<file path="src/rtl/btn_pkg.sv">
// Shared types and default constants for the push-button press decoder.
package btn_pkg;

    typedef enum logic [1:0] {
        IDLE    = 2'd0,
        ARM     = 2'd1,
        PRESSED = 2'd2,
        DISARM  = 2'd3
    } state_t;

    // 100 MHz board clock: 10 ms debounce, 0.5 s first repeat, 0.1 s later repeats.
    localparam int DEF_DEB_CYCLES    = 1_000_000;
    localparam int DEF_REPEAT_DELAY  = 50_000_000;
    localparam int DEF_REPEAT_PERIOD = 10_000_000;
    localparam int DEF_CNT_W         = 31;

endpackage

</file>
<file path="src/rtl/sync2.sv">
// Two-flop synchroniser with asynchronous active-low clear, for any raw board input.
module sync2 (
    input  logic clk,
    input  logic rst_n,
    input  logic d,
    output logic q
);

    logic meta;

    always_ff @(posedge clk or negedge rst_n) begin
        if (!rst_n) begin
            meta <= 1'b0;
            q    <= 1'b0;
        end else begin
            meta <= d;
            q    <= meta;
        end
    end

endmodule

</file>
<file path="src/rtl/btn_press_decoder.sv">
// Debounces a raw button into press/release pulses and a held level.
// Define BTN_AUTO_REPEAT_EN to add auto-repeat press pulses while the button stays down.
module btn_press_decoder
    import btn_pkg::*;
#(
    parameter int DEB_CYCLES    = DEF_DEB_CYCLES,
    parameter int REPEAT_DELAY  = DEF_REPEAT_DELAY,
    parameter int REPEAT_PERIOD = DEF_REPEAT_PERIOD,
    parameter int CNT_W         = DEF_CNT_W
) (
    input  logic       clk,
    input  logic       rst_n,
    input  logic       in,
    output logic       press,
    output logic       release_p,
    output logic       held,
    output logic [1:0] state_dbg
);

    if (DEB_CYCLES < 1 || (DEB_CYCLES >> CNT_W) != 0) begin : g_bad_deb
        $error("DEB_CYCLES must be >= 1 and fit in CNT_W bits");
    end
    if (REPEAT_DELAY < 1 || (REPEAT_DELAY >> CNT_W) != 0) begin : g_bad_delay
        $error("REPEAT_DELAY must be >= 1 and fit in CNT_W bits");
    end
    if (REPEAT_PERIOD < 1 || (REPEAT_PERIOD >> CNT_W) != 0) begin : g_bad_period
        $error("REPEAT_PERIOD must be >= 1 and fit in CNT_W bits");
    end

    localparam logic [CNT_W-1:0] CNT_ONE = CNT_W'(1);
    localparam logic [CNT_W-1:0] DEB_C   = CNT_W'(DEB_CYCLES);

    logic             in_s;
    state_t           state_q, state_d;
    logic [CNT_W-1:0] cnt_q, cnt_d;
    logic             press_d, release_d, held_d;

    sync2 u_sync (
        .clk   (clk),
        .rst_n (rst_n),
        .d     (in),
        .q     (in_s)
    );

`ifdef BTN_AUTO_REPEAT_EN
    localparam logic [CNT_W-1:0] DELAY_M1  = CNT_W'(REPEAT_DELAY - 1);
    localparam logic [CNT_W-1:0] PERIOD_M1 = CNT_W'(REPEAT_PERIOD - 1);

    // rep_first selects the long initial delay until the first repeat has fired.
    logic [CNT_W-1:0] rcnt_q, rcnt_d;
    logic             rep_first_q, rep_first_d;
    logic [CNT_W-1:0] rep_last;

    assign rep_last = rep_first_q ? DELAY_M1 : PERIOD_M1;

    always_ff @(posedge clk or negedge rst_n) begin
        if (!rst_n) begin
            rcnt_q      <= '0;
            rep_first_q <= 1'b0;
        end else begin
            rcnt_q      <= rcnt_d;
            rep_first_q <= rep_first_d;
        end
    end
`endif

    always_ff @(posedge clk or negedge rst_n) begin
        if (!rst_n) begin
            state_q   <= IDLE;
            cnt_q     <= '0;
            press     <= 1'b0;
            release_p <= 1'b0;
            held      <= 1'b0;
        end else begin
            state_q   <= state_d;
            cnt_q     <= cnt_d;
            press     <= press_d;
            release_p <= release_d;
            held      <= held_d;
        end
    end

    always_comb begin
        state_d   = state_q;
        cnt_d     = cnt_q;
        press_d   = 1'b0;
        release_d = 1'b0;
        held_d    = held;
`ifdef BTN_AUTO_REPEAT_EN
        rcnt_d      = rcnt_q;
        rep_first_d = rep_first_q;
`endif
        case (state_q)
            IDLE: begin
                if (in_s) begin
                    state_d = ARM;
                    cnt_d   = CNT_ONE;
                end
            end
            ARM: begin
                if (!in_s) begin
                    state_d = IDLE;
                    cnt_d   = '0;
                end else if (cnt_q == DEB_C) begin
                    state_d = PRESSED;
                    cnt_d   = '0;
                    press_d = 1'b1;
                    held_d  = 1'b1;
`ifdef BTN_AUTO_REPEAT_EN
                    rcnt_d      = '0;
                    rep_first_d = 1'b1;
`endif
                end else begin
                    cnt_d = cnt_q + CNT_ONE;
                end
            end
            PRESSED: begin
                if (!in_s) begin
                    state_d = DISARM;
                    cnt_d   = CNT_ONE;
                end else begin
`ifdef BTN_AUTO_REPEAT_EN
                    if (rcnt_q == rep_last) begin
                        press_d     = 1'b1;
                        rcnt_d      = '0;
                        rep_first_d = 1'b0;
                    end else if (rcnt_q != '1) begin
                        rcnt_d = rcnt_q + CNT_ONE;
                    end
`endif
                end
            end
            DISARM: begin
                // A bounce back high cancels the release and restarts the repeat schedule.
                if (in_s) begin
                    state_d = PRESSED;
                    cnt_d   = '0;
`ifdef BTN_AUTO_REPEAT_EN
                    rcnt_d      = '0;
                    rep_first_d = 1'b1;
`endif
                end else if (cnt_q == DEB_C) begin
                    state_d   = IDLE;
                    cnt_d     = '0;
                    release_d = 1'b1;
                    held_d    = 1'b0;
                end else begin
                    cnt_d = cnt_q + CNT_ONE;
                end
            end
            default: begin
                state_d = IDLE;
                cnt_d   = '0;
            end
        endcase
    end

    assign state_dbg = state_q;

endmodule

</file>
<file path="config.mk">
export PLATFORM = sky130hd
export DESIGN_NAME = btn_press_decoder
export DESIGN_NICKNAME = d
export VERILOG_FILES = /design/src/rtl/btn_pkg.sv /design/src/rtl/sync2.sv /design/src/rtl/btn_press_decoder.sv
export SDC_FILE = /design/constraint.sdc
export NUM_CORES = 1
export LEC_CHECK = 0
export ABC_CLOCK_PERIOD_IN_PS = 2900
export CAP_MARGIN = 20
export CORE_AREA = 2 2 66 68
export CTS_BUF_LIST = sky130_fd_sc_hd__clkbuf_8 sky130_fd_sc_hd__clkbuf_16
export DETAILED_ROUTE_END_ITERATION = 7
export DIE_AREA = 0 0 68 70
export PLACE_DENSITY = 0.69
export SYNTH_ARGS = -nofsm -noshare
export SYNTH_HDL_FRONTEND = slang
export SYNTH_HIERARCHICAL = 1
export SYNTH_SLANG_ARGS = --single-unit
</file>
<file path="constraint.sdc">
create_clock -name clk -period 2.9 [get_ports clk]
set_clock_uncertainty 0.05 [all_clocks]
set_input_delay 0.58 -clock clk [delete_from_list [all_inputs] [get_ports clk]]
set_output_delay 0.58 -clock clk [all_outputs]
set_load 0.02 [all_outputs]
</file>
==> results by group, run 1 <==
Outcome
  – Status: complete, no violations

Floorplanning
  – Die X: 68 µm
  – # rows: 24
  – Total die area: 0.00476 mm²
  – Die Y: 70 µm
  – IO Count: 8
  – Starting Density: 51.9%
  – Core box area: 0.00414 mm²

CTS
  – CTS tree: yes
  – TritonCTS Sinks: 38
  – Clk root buf: clkbuf_8
  – Max H-tree Level: 2
  – Cts hold-fix bufs: 0
  – Post-CTS setup buffers: 0
  – Clk_lat worst skew: 0.29 ns
  – CTS clk-pin slew, worst paths: 0.08 ns
  – TritonCTS buffer count: 5
  – CTS Buffer Depth: 2
  – Post_cts resized: 0

Pwr
  – Leak pwr: 0.000980 µW
  – Power Density: 453 mW/mm²
  – Peak supply drop: 198 µV

Global routing
  – Total GRT Usage: 21.8%
  – Initial antenna violation count: 0
  – Maximum number of pins on one net before global-route repair: 50
  – Gr ovfl total: 0
  – Vias in the first global route: 1585
  – First-pass GRT wire length: 7.76 mm

Route
  – Drt drc: 0
  – Iter 0 DRT Violations: 124
  – Wire per inst: 16.0 µm
  – Drt pass-1 iters: 4
  – Vias per inst: 6.12
  – Total vias in the final route: 1818
  – DRT antenna net count: 0
  – Aggregate routed wire length: 4.74 mm

Setup path
  – WS Path Type: reg2reg
  – CP required: 3.04 ns
  – Setup crit start kind: flip-flop
  – CP endpoint kind: flip-flop
  – CP max FO: 49
  – Worst endpoint data arrival time: 2.58 ns

Placed design
  – Routability congestion estimate: 0.800
  – Placed wire-length estimate: 3.19 mm
  – PortBufs: 7
  – Placement Cell Area: 0.00225 mm²

Finish
  – Share of layout cells above drive strength 1: 10.2%
  – Finished Cell Area: 0.00235 mm²
  – Nets@finish: 249
  – Fillers: 386
  – Antenna cells: 0
  – Layout area overhead: 9.14%

Synthesis
  – Net Count, Synth: 241
  – Warnings from Yosys: 6
  – Netlist Area Pre-Place: 0.00215 mm²
  – Synth unique cells: 52
  – Top FF cell, synth: dfrtp_1
  – Post-Synthesis Cells: 236
  – Post-synth EDFFs: 0
  – Register area share after synthesis: 44.2%
  – FF+latch count, synth: 38
  – Fraction of registers with async set/reset: 100%
  – Avg Cell Area, Syn: 9.11 µm²

STA
  – Hold Fails Final Rpt: 0
  – Final setup vio count: 0
  – Slew @ Worst Pin: 1.09 ns
  – Slew Limit Fails: 0
  – Setup_tns: 0 ns
  – RSZ-0062 raised after global routing: false
  – Final period util: 84.3%
  – Rel. slew slack: 27.0%
  – Achievable Freq: 409 MHz
  – Fin crit period: 2.45 ns

Run
  – MaxCap Viol Count: 0

Worst hold path
  – Hold crit path type: reg2reg
[power by group]
group | switching, µW | internal, µW
clock | 196 | 191
combinational | 67.2 | 45.5
sequential | 16.8 | 545
total | 280 | 781
[worst max-delay path: stages (launching register included)]
cell     delay (ns)
dfrtp_1        0.44
or4_4          0.57
nor4_4         0.35
a21oi_4        0.32
buf_4          0.28
a21o_1         0.15
a22o_1         0.17
[cells in the mapped netlist (all sizes together) (3+ instances only)]
cell     n  share of area, %
nand3   17               4.0
a31oi   18               5.2
nand4    9               3.2
a32oi    3               1.2
a21oi   14               3.4
nor2    16               2.8
o211ai   5               1.7
nor4     6               2.7
a22o     5               2.0
nor3     5               1.2
or2      3              0.87
and3     5               1.7
and2     4               1.2
buf      8               2.3
nand2   28               4.9
o21ai    9               2.1
dfrtp   38                44
inv      9               1.6
[sequential cells by signal, summed over array words and instances (netlist names), named ones only]
name         count
u_sync/q         1
u_sync/meta      1
state_dbg        1
held             1
press            1
release_p        1
cnt_q           31
[metrics by stage]
stage | std cells | hold slack (ns) | worst slack, ns | power [µW] | utilization (%)
after floorplan | 236 | 0.234 | 0.823 | 651 | -
after global placement | 289 | 0.283 | 0.506 | 683 | 54.3
after detailed placement | 289 | 0.303 | 0.477 | 686 | 54.3
after CTS | 297 | 0.322 | 0.464 | 1070 | 56.6
after global routing | 297 | 0.332 | 0.307 | 1110 | 56.6
final | 297 | 0.316 | 0.454 | 1060 | 56.6
[path summary, 6_finish.rpt]
kind	from	end	slack (ns)	cells after the start
setup / recovery	cnt_q[3]	cnt_q[4]	0.45	6
hold / removal	u_sync/meta	u_sync/q	0.32	0
setup reg to reg	cnt_q[3]	cnt_q[4]	0.45	6
hold reg to reg	u_sync/meta	u_sync/q	0.32	0
max in group asynchronous	rst_n	cnt_q[14]	1.92	1
min in group asynchronous	rst_n	cnt_q[7]	0.34	1
[cell usage in the layout (no fill, tap or decap), types with 5 or more instances in the layout]
cell type	netlist	final
nand4_1	7	7
nand3_1	17	17
a22o_1	5	5
nor3_1	5	5
clkdlybuf4s50_1	0	6
o211ai_1	5	5
o21ai_0	7	7
a21oi_1	13	13
a31oi_1	18	18
clkbuf_8	1	6
nand2_1	28	28
nor2_1	16	16
inv_1	9	9
dfrtp_1	38	38
[metal layers]
layer	up-vias	track usage, %	share of wire (%)
li1	894	-	-
met5	-	0	0
met2	38	31.6	48
met3	2	5.31	4.1
met4	0	6.00	0.53
met1	884	32.4	47
[cells by family after synthesis]
kind of cell / Yosys count / synth area share [%]
flip-flops: 38 / 44.2
AO/OA/AOI/OAI: 62 / 18.8
XOR/XNOR: 4 / 1.63
adder cells (fa/ha/maj): 2 / 1.16
AND/OR/NAND/NOR: 108 / 28.3
multiplexers: 2 / 0.990
buffers and inverters: 20 / 4.83
[layout make-up]
type                       count  area (µm²)  area share [%]
tap                           52        65.1            2.77
clock buffer                   6        82.6            3.52
multi-input combinational    178        1100            47.0
timing repair buffer          11        95.1            4.05
clock inverter                 2        12.5           0.533
inverter                      10        37.5            1.60
sequential                    38         951            40.5
Power figures use the tool's default switching activity.
==> run 2, diff against run 1 <==
Settings changed: ABC_CLOCK_PERIOD_IN_PS 2900 to 2009, CORE_AREA 2 2 66 68 to 2 2 67 69, DIE_AREA 0 0 68 70 to 0 0 69 71, PLACE_DENSITY 0.69 to 0.7.
Clock period 2.9 ns to 2.01 ns, I/O delays scaled along.
==> run 2 against run 1 <==
Net effect:
- the run now ends with negative setup slack left
- cell area rose by 27%
- setup slack lost 0.52 ns
- sequential share of layout area fell by 8.5 points
- non-clock buffer count rose by 54
- first-iteration DRC count rose by 7.3%
- highest routed layer unchanged
- register-to-register slack got worse by 0.52 ns
- critical path type unchanged
==> results by group, run 2 (synthesis gave the netlist of run 1 again) <==
Placed design
  – PortBufs: 7 (unchanged)
  – Routability congestion estimate: 0.991 (was 0.800)
  – Worst slack at placement: -0.0560 ns (was 0.477 ns)
  – Placed wire-length estimate: 3.74 mm (was 3.19 mm)

Setup path
  – Critical Path End: cnt_q[4] (unchanged)
  – Crit path from: cnt_q[3] (unchanged)
  – CP required: 2.16 ns (was 3.04 ns)
  – Largest delay share family, worst path: simple AND/OR/NAND/NOR gates (unchanged)
  – Crit path largest cell delay: 0.55 ns (was 0.57 ns)
  – Worst R2R Start: cnt_q[3] (unchanged)
  – WS Path Type: reg2reg (unchanged)
  – Reg2reg path depth: 7 (was 6)
  – CP max FO: 5 (was 49)
  – Slowest stage cell on the critical path: or4_4 (unchanged)
  – Buffers and inverters on the worst path: 2 (was 1)
  – Reg-to-reg slack, setup: -0.07 ns (was 0.45 ns)
  – Crit path depth: 7 (was 6)
  – RR Endpoint: cnt_q[4] (unchanged)
  – Crit path cell chain: or4_4 -> nor4_4 -> buf_4 -> buf_4 -> a21oi_4 -> a21o_1 -> a22o_1 (was or4_4 -> nor4_4 -> a21oi_4 -> buf_4 -> a21o_1 -> a22o_1)
  – CP endpoint kind: flip-flop (unchanged)
  – Setup crit start kind: flip-flop (unchanged)
  – Worst endpoint data arrival time: 2.23 ns (was 2.58 ns)
  – Crit-path most repeated cell: buf_4

Route
  – Total vias in the final route: 2109 (was 1818)
  – Vias per inst: 5.97 (was 6.12)
  – DRT antenna net count: 0 (unchanged)
  – Drt pass-1 iters: 4 (unchanged)
  – Aggregate routed wire length: 5.93 mm (was 4.74 mm)
  – Wire per inst: 16.8 µm (was 16.0 µm)
  – Drt drc: 0 (unchanged)
  – Iter 0 DRT Violations: 133 (was 124)

Finish
  – Layout area overhead: 38.2% (was 9.14%)
  – Commonest cells after routing, fill and taps aside: 49 x buf_4, 38 x dfrtp_1, 28 x nand2_1 (was 38 x dfrtp_1, 28 x nand2_1, 18 x a31oi_1)
  – Share of layout cells above drive strength 1: 31.2% (was 10.2%)
  – Nets@finish: 305 (was 249)
  – Biggest register: cnt_q (unchanged)
  – Fin util: 70.7% (was 56.6%)
  – Antenna cells: 0 (unchanged)
  – Max reg flops: 31 (unchanged)
  – Most common cell after layout, fill and taps aside: buf_4 (was dfrtp_1)

Global routing
  – Grt met3 use: 3.85% (was 5.31%)
  – First-pass GRT wire length: 9.50 mm (was 7.76 mm)
  – GRT met1 Usage: 32.3% (was 32.4%)
  – Initial antenna violation count: 0 (unchanged)
  – Maximum number of pins on one net before global-route repair: 39 (was 50)
  – Total GRT Usage: 24.2% (was 21.8%)
  – Met2 Resource Use GR: 40.0% (was 31.6%)
  – GRT busiest layer: met2 (was met1)
  – Vias in the first global route: 2042 (was 1585)
  – Gr ovfl total: 0 (unchanged)

Floorplanning
  – IO Count: 8 (unchanged)
  – Die Y: 71 µm (was 70 µm)
  – Total die area: 0.00490 mm² (was 0.00476 mm²)
  – Die X: 69 µm (was 68 µm)
  – Core box area: 0.00420 mm² (was 0.00414 mm²)
  – Starting Density: 51.1% (was 51.9%)
  – # rows: 24 (unchanged)

Outcome
  – Status: finished with violations (was complete, no violations)
  – Failing checks: negative setup slack

STA
  – Achievable Freq: 482 MHz (was 409 MHz)
  – Slew Limit Fails: 0 (unchanged)
  – Final period util: 103% (was 84.3%)
  – RSZ-0062 raised after global routing: true (was false)
  – Hold Slack: 0.0924 ns (was 0.316 ns)
  – Hold Fails Final Rpt: 0 (unchanged)
  – Slew @ Worst Pin: 0.487 ns (was 1.09 ns)
  – Rel. slew slack: 67.6% (was 27.0%)
  – Setup ws final: -0.0654 ns (was 0.454 ns)
  – Final setup vio count: 29 (was 0)
  – Fin crit period: 2.08 ns (was 2.45 ns)
  – Setup_tns: -1.04 ns (was 0 ns)

Pwr
  – Leak pwr: 0.00131 µW (was 0.000980 µW)
  – Flop pwr share: 43.7% (was 52.9%)
  – Combinational Power Share: 12.9% (was 10.6%)
  – Power Density: 623 mW/mm² (was 453 mW/mm²)
  – Peak supply drop: 410 µV (was 198 µV)
  – Clk pwr share: 43.4% (was 36.5%)
  – Psw: 448 µW (was 280 µW)
  – Int Power: 1400 µW (was 781 µW)
  – Sw frac: 24.2% (was 26.4%)

CTS
  – Max H-tree Level: 2 (unchanged)
  – Clk_lat worst skew: 0.30 ns (was 0.29 ns)
  – CTS tree: yes (unchanged)
  – TritonCTS Sinks: 38 (unchanged)
  – CTS clk-pin slew, worst paths: 0.09 ns (was 0.08 ns)
  – TritonCTS buffer count: 5 (unchanged)
  – Clk root buf: clkbuf_8 (unchanged)
  – CTS Buffer Depth: 2 (unchanged)

Run
  – MaxCap Viol Count: 0 (unchanged)

Worst hold path
  – Hold crit path type: in2async (was reg2reg)
==> run 2: metrics by stage <==
step                instance area (µm²)  instances  power (µW)
floorplan                          2170        236         941
finish                             2970        353        1850
CTS                                2800        345        1830
global placement                   2580        331        1020
global route                       2970        353        1900
detailed placement                 2590        332        1020
==> run 2: how the worst min path moves through the flow <==
stage                                      end  slack, ns  cells past startpoint
finish                                cnt_q[7]       0.09                      2
global route                          cnt_q[3]       0.14                      2
CTS                                   cnt_q[4]       0.11                      2
detailed placement                    u_sync/q       0.29                      0
global placement                      u_sync/q       0.28                      0
floorplan           asynchronous set/reset pin       0.06                      0
==> run 2: what timing repair did <==
action	4_1_cts	5_1_grt
buffers inserted	4	3
hold buffers	0	0
hold endpoints to repair	0	0
pin swaps	3	9
gates resized for setup	6	16
setup endpoints to repair	15	36
gates cloned	1	5
==> run 2: power groups by stage <==
| stage | clock network [µW] | logic, µW | registers [µW] |
|---|---|---|---|
| after CTS | 802 | 216 | 808 |
| after detailed placement | 0 | 194 | 828 |
| final | 803 | 239 | 808 |
| after floorplan | 0 | 124 | 818 |
| after global placement | 0 | 190 | 827 |
| after global routing | 834 | 256 | 811 |
==> run 2: worst reg2reg max path, delay by kind of cell (launching register included) <==
family,cells,cell delay (ns)
AO/OA/AOI/OAI,3,0.42
buffers and inverters,2,0.30
flip-flops,1,0.40
AND/OR/NAND/NOR,2,0.80
==> run 2: cell type report <==
| type | instances | area [µm²] |
|---|---|---|
| multi-input cells | 180 | 1220 |
| clock inverters | 3 | 68.8 |
| fillers | 323 | 1230 |
| repair buffers | 65 | 564 |
| well taps | 52 | 65.1 |
| flip-flops and latches | 38 | 951 |
| inverters | 10 | 37.5 |
| clock buffers | 5 | 68.8 |
==> run 2: per-layer routing <==
| metal | wire (µm) | vias to the layer above |
|---|---|---|
| met4 | 63 | 0 |
| met1 | 2700 | 1043 |
| met2 | 2930 | 42 |
| met5 | 0 | - |
| li1 | - | 1016 |
| met3 | 232 | 8 |
